<file path="src/rtl/pipe_pkg.sv">
// Shared types for pipeline stage registers: the stage-state encoding and a
// reference control-field layout that users may pack into CTRL_W.
package pipe_pkg;

   typedef enum logic [1:0] {
      ST_EMPTY = 2'd0,
      ST_ONE   = 2'd1,
      ST_TWO   = 2'd2
   } stage_state_e;

   typedef struct packed {
      logic       reg_write;
      logic       mem_write;
      logic       mem_read;
      logic       branch;
      logic       jump;
      logic [3:0] alu_ctrl;
      logic [6:0] rsvd;
   } stage_ctrl_t;

   localparam int STAGE_CTRL_W = $bits(stage_ctrl_t);

   // Number of held entries implied by a stage state.
   function automatic logic [1:0] occupancy_of(input stage_state_e s);
      case (s)
         ST_ONE:  return 2'd1;
         ST_TWO:  return 2'd2;
         default: return 2'd0;
      endcase
   endfunction

endpackage

</file>
<file path="src/rtl/sat_counter.sv">
// Saturating up-counter with synchronous clear; clear wins over increment.
module sat_counter #(
   parameter int W = 32
) (
   input  logic         clk,
   input  logic         rst,
   input  logic         clr,
   input  logic         inc,
   output logic [W-1:0] q
);

   logic [W-1:0] cnt_q;
   logic [W-1:0] cnt_d;

   // Next count: clear, else increment unless already at all-ones.
   always_comb begin
      cnt_d = cnt_q;
      if (clr) begin
         cnt_d = '0;
      end else if (inc && !(&cnt_q)) begin
         cnt_d = cnt_q + {{(W-1){1'b0}}, 1'b1};
      end
   end

   // Count register.
   always_ff @(posedge clk or posedge rst) begin
      if (rst) begin
         cnt_q <= '0;
      end else begin
         cnt_q <= cnt_d;
      end
   end

   assign q = cnt_q;

endmodule

</file>
<file path="src/rtl/pipe_skid_stage.sv">
// Pipeline stage register with valid/ready handshake, optional 2-entry skid
// buffer, synchronous flush and a saturating stall counter.
//
//   state    | meaning
//   ---------+-----------------------------------------------
//   ST_EMPTY | no entry held, out_valid low
//   ST_ONE   | main register holds the head entry
//   ST_TWO   | main and skid both full (only when SKID != 0)
module pipe_skid_stage
   import pipe_pkg::*;
#(
   parameter int DATA_W = 64,
   parameter int CTRL_W = 16,
   parameter int SKID   = 1,
   parameter int CNT_W  = 32
) (
   input  logic              clk,
   input  logic              rst,
   input  logic              flush,
   input  logic              in_valid,
   output logic              in_ready,
   input  logic [DATA_W-1:0] in_data,
   input  logic [CTRL_W-1:0] in_ctrl,
   output logic              out_valid,
   input  logic              out_ready,
   output logic [DATA_W-1:0] out_data,
   output logic [CTRL_W-1:0] out_ctrl,
   output logic [1:0]        occupancy,
   output logic [CNT_W-1:0]  stall_cnt,
   input  logic              stall_clr
);

   stage_state_e      state_q, state_d;
   logic [DATA_W-1:0] main_data_q, main_data_d;
   logic [CTRL_W-1:0] main_ctrl_q, main_ctrl_d;
   logic [DATA_W-1:0] skid_data_q, skid_data_d;
   logic [CTRL_W-1:0] skid_ctrl_q, skid_ctrl_d;
   logic              accept;
   logic              rel;

   // With the skid buffer, in_ready comes from state only so no ready chain
   // forms; without it, a full stage may still accept when the head leaves.
   if (SKID != 0) begin : g_skid_ready
      assign in_ready = (state_q != ST_TWO);
   end else begin : g_single_ready
      assign in_ready = (state_q == ST_EMPTY) || out_ready;
   end

   assign out_valid = (state_q != ST_EMPTY);
   assign out_data  = main_data_q;
   assign out_ctrl  = out_valid ? main_ctrl_q : '0;
   assign occupancy = occupancy_of(state_q);

   assign accept = in_valid && in_ready;
   assign rel    = out_valid && out_ready;

   // Next-state and payload selection; flush overrides everything and only
   // zeroes the ctrl fields, data registers keep their contents.
   always_comb begin
      state_d     = state_q;
      main_data_d = main_data_q;
      main_ctrl_d = main_ctrl_q;
      skid_data_d = skid_data_q;
      skid_ctrl_d = skid_ctrl_q;
      if (flush) begin
         state_d     = ST_EMPTY;
         main_ctrl_d = '0;
         skid_ctrl_d = '0;
      end else begin
         case (state_q)
            ST_EMPTY: begin
               if (accept) begin
                  state_d     = ST_ONE;
                  main_data_d = in_data;
                  main_ctrl_d = in_ctrl;
               end
            end
            ST_ONE: begin
               if (accept && rel) begin
                  main_data_d = in_data;
                  main_ctrl_d = in_ctrl;
               end else if (accept && (SKID != 0)) begin
                  state_d     = ST_TWO;
                  skid_data_d = in_data;
                  skid_ctrl_d = in_ctrl;
               end else if (rel) begin
                  state_d = ST_EMPTY;
               end
            end
            ST_TWO: begin
               if (rel) begin
                  state_d     = ST_ONE;
                  main_data_d = skid_data_q;
                  main_ctrl_d = skid_ctrl_q;
               end
            end
            default: begin
               state_d = ST_EMPTY;
            end
         endcase
      end
   end

   // State and payload registers.
   always_ff @(posedge clk or posedge rst) begin
      if (rst) begin
         state_q     <= ST_EMPTY;
         main_data_q <= '0;
         main_ctrl_q <= '0;
         skid_data_q <= '0;
         skid_ctrl_q <= '0;
      end else begin
         state_q     <= state_d;
         main_data_q <= main_data_d;
         main_ctrl_q <= main_ctrl_d;
         skid_data_q <= skid_data_d;
         skid_ctrl_q <= skid_ctrl_d;
      end
   end

   sat_counter #(
      .W (CNT_W)
   ) u_stall_cnt (
      .clk (clk),
      .rst (rst),
      .clr (stall_clr),
      .inc (out_valid && !out_ready && !flush),
      .q   (stall_cnt)
   );

endmodule

</file>
<file path="config.mk">
export PLATFORM = sky130hd
export DESIGN_NAME = pipe_skid_stage
export DESIGN_NICKNAME = d
export VERILOG_FILES = /design/src/rtl/pipe_pkg.sv /design/src/rtl/sat_counter.sv /design/src/rtl/pipe_skid_stage.sv
export SDC_FILE = /design/constraint.sdc
export NUM_CORES = 1
export LEC_CHECK = 0
export CORE_ASPECT_RATIO = 0.75
export CORE_UTILIZATION = 31
export CTS_CLUSTER_DIAMETER = 80
export DETAILED_ROUTE_END_ITERATION = 7
export MAX_ROUTING_LAYER = met4
export PLACE_DENSITY = 0.53
export SYNTH_ARGS = -nofsm -noshare
export SYNTH_HDL_FRONTEND = slang
export SYNTH_HIERARCHICAL = 1
export SYNTH_SLANG_ARGS = --single-unit
</file>
<file path="constraint.sdc">
create_clock -name clk -period 7.94 [get_ports clk]
set_clock_uncertainty 0.2 [all_clocks]
set_input_delay 1.588 -clock clk [delete_from_list [all_inputs] [get_ports clk]]
set_output_delay 1.588 -clock clk [all_outputs]
set_load 0.05 [all_outputs]
</file>
* Word level (Yosys, flattened, before mapping)
Cells that the tools add are included.
** Word-level totals
- Bits in registers :: 194
- Bits of input ports :: 86
- Output and inout bits :: 116
- Logic and storage cells :: 66
** Cells by class
- Add/sub/neg operators :: 1
- Equality and inequality tests :: 12
- Multiplexer cells :: 23
- Bitwise logic cells :: 2
- Reduce and logical (&&, ||, !) cells :: 22
** Operators by type and width (count)
- 64-bit 2-to-1 mux :: 3
- 64-bit one-hot mux with 3 select lines :: 1
- 16-bit 2-to-1 mux :: 8
- 32-bit 2-to-1 mux :: 2
- 16-bit one-hot mux with 3 select lines :: 1
- 32-bit by 1-bit adder with 32-bit output, second input constant :: 1
- 32-bit AND reduction :: 1
- 2-bit 2-to-1 mux :: 6
- 3-bit inequality test, second input constant :: 4
- 4-bit AND reduction :: 3
- 2-bit inequality test, second input constant :: 5
- 2-bit nonzero test :: 4
- 1-bit logical AND :: 6
- 2-bit one-hot mux with 3 select lines :: 1
- 5-bit AND reduction :: 1
- 4-bit inequality test, second input constant :: 1
- 2-bit one-hot mux with 2 select lines :: 1
- 4-bit nonzero test :: 1
- 1-bit logical NOT :: 3
- 3-bit AND reduction :: 1
- 3-bit nonzero test :: 1
- 2-bit by 1-bit equality test with 1-bit output, second input constant :: 1
- 2-bit equality test, second input constant :: 1
- 2-bit logical NOT :: 1
- 1-bit inverter :: 2

* Logic depth before layout (Yosys ltp)
- Word-level depth :: 7
- Depth in mapped cells :: 11
- Depth with buffers taken out :: 8

* By module
The synthesis kept the hierarchy.
** By module, submodules not included
- pipe_skid_stage :: times used 1, cells an instance 568, area each 7186.9 um^2, sequential area each 4053.9 um^2
- sat_counter :: times used 1, cells an instance 203, area each 1840.5 um^2, sequential area each 800.8 um^2

* Worst setup path after synthesis
OpenSTA, ideal clock, no wires.
- Path kind :: reg2out
- Start :: register state_q[0]
- End :: output port in_ready
- Arrival time :: 1.820 ns
- Data required time :: 6.152 ns
- Slack :: 4.332 ns
- Stages on the path, launching flop included :: 6
- Buffers on the path :: 2
- Path through :: dfrtp_1 > inv_1 > ha_1 > buf_2 > buf_2 > inv_1
** Between the ends
- Cells in the longest elaborated chain, start to end :: 1
** RTL lines
- start, declared :: line pipe_skid_stage.sv:33 : stage_state_e state_q, state_d;
- start signal, assigned :: line pipe_skid_stage.sv:113 : state_q <= state_d;
- 2-bit inequality test :: line pipe_skid_stage.sv:44 : assign in_ready = (state_q != ST_TWO);
- end, declared :: line pipe_skid_stage.sv:21 : output logic in_ready,
Every way passes these cells.

* Final worst setup path
- Start :: register state_q[0]
- End :: output port out_valid
** Between the ends
- Cells in the longest elaborated chain, start to end :: 1
** RTL lines
- 2-bit nonzero test :: line pipe_skid_stage.sv:49 : assign out_valid = (state_q != ST_EMPTY);
- end, declared :: line pipe_skid_stage.sv:24 : output logic out_valid,
Every way passes these cells.

==> impl_metrics.tcl <==
set metrics [dict create \
    vias 6684 \
    yosys.area.top_type_share 0.538 \
    ys_seq_area_frac 0.538 \
    start_util 0.319 \
    fp.dieW_um 199 \
    yosysTopAreaCell "dfrtp_1" \
    clock_latency_ns 0.45 \
    cts_sinks 194 \
    drt-pass1-iter-count 5 \
    grt_max_degree 96 \
    reg2reg_from "state_q[0]" \
    antenna_left 0 \
    grt_usage 0.168 \
    cts_tree "yes" \
    synth_edf_count 0 \
    critPathMaxStageDelay_ns 0.81 \
    utilization 0.421 \
    synth_cells 771 \
    fp.dieArea_um2 29800 \
    crit_type "reg2out" \
    busiest_layer "met1" \
    routedWlPerCell_um 17.5 \
    yosys_register_bits 194 \
    fmax_mhz 217 \
    max_slew_margin 0.344 \
    path_max_fanout 23 \
    fin_nets 1035 \
    use_met3 0.0433 \
    ys_types 50 \
    use_met1 0.241 \
    cp_common_cell "inv_1" \
    crit_arrival_ns 2.82 \
    cts_resized 0 \
    place_congestion 0.734 \
    dp_hpwl_um 14700 \
    cp-start-kind "flop" \
    grt_overflow 0 \
    syn_area_um2 9030 \
    grtUsageMet2 0.230 \
    fin_hold_ws_ns 0.280 \
    p_per_area_nw_per_um2 345 \
    antenna_found_initial 1 \
    instances_no_fill 1343 \
    crit_chain "inv_1, ha_1, inv_1, clkdlybuf4s50_1" \
    p_leak_uw 0.00455 \
    rows 53 \
    irDropWorstVdd_mv 0.166 \
    clockBufferDepth 2 \
    placedCellCount 1310 \
    outcome "complete, no violations" \
    hold_end "main_ctrl_q[9]" \
    port_buffers 201 \
    synth_fp_nets 862 \
    synth_area_leaders "dfrtp_1 54%, mux2i_1 9.0%, mux2_2 6.4%, a31oi_1 4.6%, a21oi_1 4.5%" \
    final-hold-violation-count 0 \
    synth_area_per_cell_um2 11.7 \
    drt-total-wl_um 23500 \
    drv_slew 0 \
    r2r-end "out_data[24]" \
    cp-end-kind "output pin" \
    synthFlopType "dfrtp_1" \
    routed_via_density 4.98 \
    drive_above_1_share 0.118 \
    htreeDepth 4 \
    maxCapViolations 0 \
    synthToLayoutAreaGrowth_pct 32.2 \
    cts_setup_buffers 0 \
    cp_slowest_cell "ha_1" \
    period_share 0.581 \
    yosysWarnings 6 \
    grt_setup_unrepaired "no" \
    numCtsBuffers 17 \
    pin_count 202 \
    remaining_drc_errors 0 \
    setup_viol_count_final 0 \
    core-area_um2 28300 \
    async_flop_share 1.00 \
    grt_pass1_vias 6602 \
    first_iter_violations 341 \
    min_period_ns 4.61 \
    cts.hold.buffers_added 0 \
    reg2regPathDepth 7 \
    cts.reportedPaths.clkPinSlew_ns 0.07 \
    tns_ns 0 \
    worstHoldPathCells 1 \
    min_path_type "reg2reg" \
    cp_data_required_time_ns 6.15 \
    hold_start "main_ctrl_q[9]" \
    r2r_setup_slack_ns 4.07 \
    clock-root-buffer "clkbuf_16" \
    grt_pass1_wl_um 37500 \
    chipHeight_um 150 \
    worst_slew_pin_slew_ns 0.985 \
]
==> how the worst max path moves through the flow <==
stage                          start        endpoint  cells after the start  slack, ns
after floorplan                  rst  main_ctrl_q[0]                      1       1.78
after global placement     out_ready    out_data[30]                      6       3.25
after detailed placement   out_ready    out_data[21]                      6       3.22
after CTS                 state_q[0]       out_valid                      4       3.25
after global routing      state_q[0]       out_valid                      4       3.14
final                     state_q[0]       out_valid                      4       3.33
==> metal layers <==
layer	share of wire	wire (um)	vias up
met4	0.0098	231	0
met5	0	0	-
met3	0.057	1330	17
li1	-	-	3227
met2	0.42	9930	157
met1	0.51	12000	3283
==> worst max-delay path, delay by kind of cell (launching register included) <==
family / cells / cell delay [ns]
buf+inv: 3 / 1.14
fa+ha+maj: 1 / 0.81
flops: 1 / 0.42
==> registers in the layout (all words and copies together) (netlist names) <==
signal,flops
out_data,64
skid_data_q,64
u_stall_cnt/q,32
main_ctrl_q,16
skid_ctrl_q,16
state_q,2
==> cell usage in the layout, fill, tap and decap left out, types with 5 or more instances in the layout <==
cell type and instances:
o2bb2ai_1 16, mux2_2 51, buf_4 13, clkbuf_16 17
dfrtp_1 194, nor2_1 29, xnor2_1 6, mux2i_1 81
or3_2 5, nor3_1 6, clkdlybuf4s50_1 201, inv_1 11
inv_6 7, mux2_1 19, or3_1 5, nor2b_1 24
a22o_1 16, nand4_1 8, nor4_1 7, a31oi_1 66
nand2_1 12, nand3_1 14, o21ai_0 10, a21oi_1 81
==> cell usage after synthesis, drive strengths merged (3+ instances only) <==
master   instances
buf             45
nor4             7
inv             12
o31ai            4
or3             11
nand2           12
mux2            70
o21ai           11
nand3           14
nand4            9
xnor2            6
a211oi           5
clkbuf          15
nor2            29
ha               5
nor3             7
mux2i           81
dfrtp          194
o2bb2ai         16
xor2             4
a31oi           66
or4              3
nand2b           3
a2111oi          3
nor2b           24
and3             4
a21oi           82
a22o            16
==> logic make-up (layout without fill, tap and decap cells) <==
kind of cell,after synthesis,count (layout),share of synthesized area
mux,151,151,0.177
fa+ha+maj,5,5,0.00693
other cells,0,1,0
compound gates,209,209,0.147
simple gates,130,130,0.0811
buf+inv,72,258,0.0402
xor+xnor,10,10,0.00970
flops,194,194,0.538
==> final cells by class <==
class / count / area [um^2]
antenna: 1 / 2.50
sequential: 194 / 4850
multi-input combinational: 505 / 3840
timing repair buffer: 214 / 2110
tap: 385 / 482
inverter: 12 / 50.0
fill: 2710 / 16400
clock inverter: 13 / 140
clock buffer: 19 / 453
==> power by group <==
part | leakage [uW] | total [uW] | internal [uW] | switching [uW]
Combinational | 0.00188 | 1720 | 625 | 1090
Sequential | 0.00238 | 1510 | 1340 | 177
Clock | 0.000296 | 884 | 462 | 422
Total | 0.00455 | 4110 | 2430 | 1690
==> through the flow <==
step / total power, uW / cell area [um^2] / setup slack (ns)
floorplan: 2690 / 9030 / 1.78
global placement: 3250 / 11300 / 3.25
detailed placement: 3270 / 11300 / 3.22
CTS: 4170 / 11900 / 3.25
global route: 4350 / 11900 / 3.14
finish: 4110 / 11900 / 3.33
(Power assumes the default switching activity.)
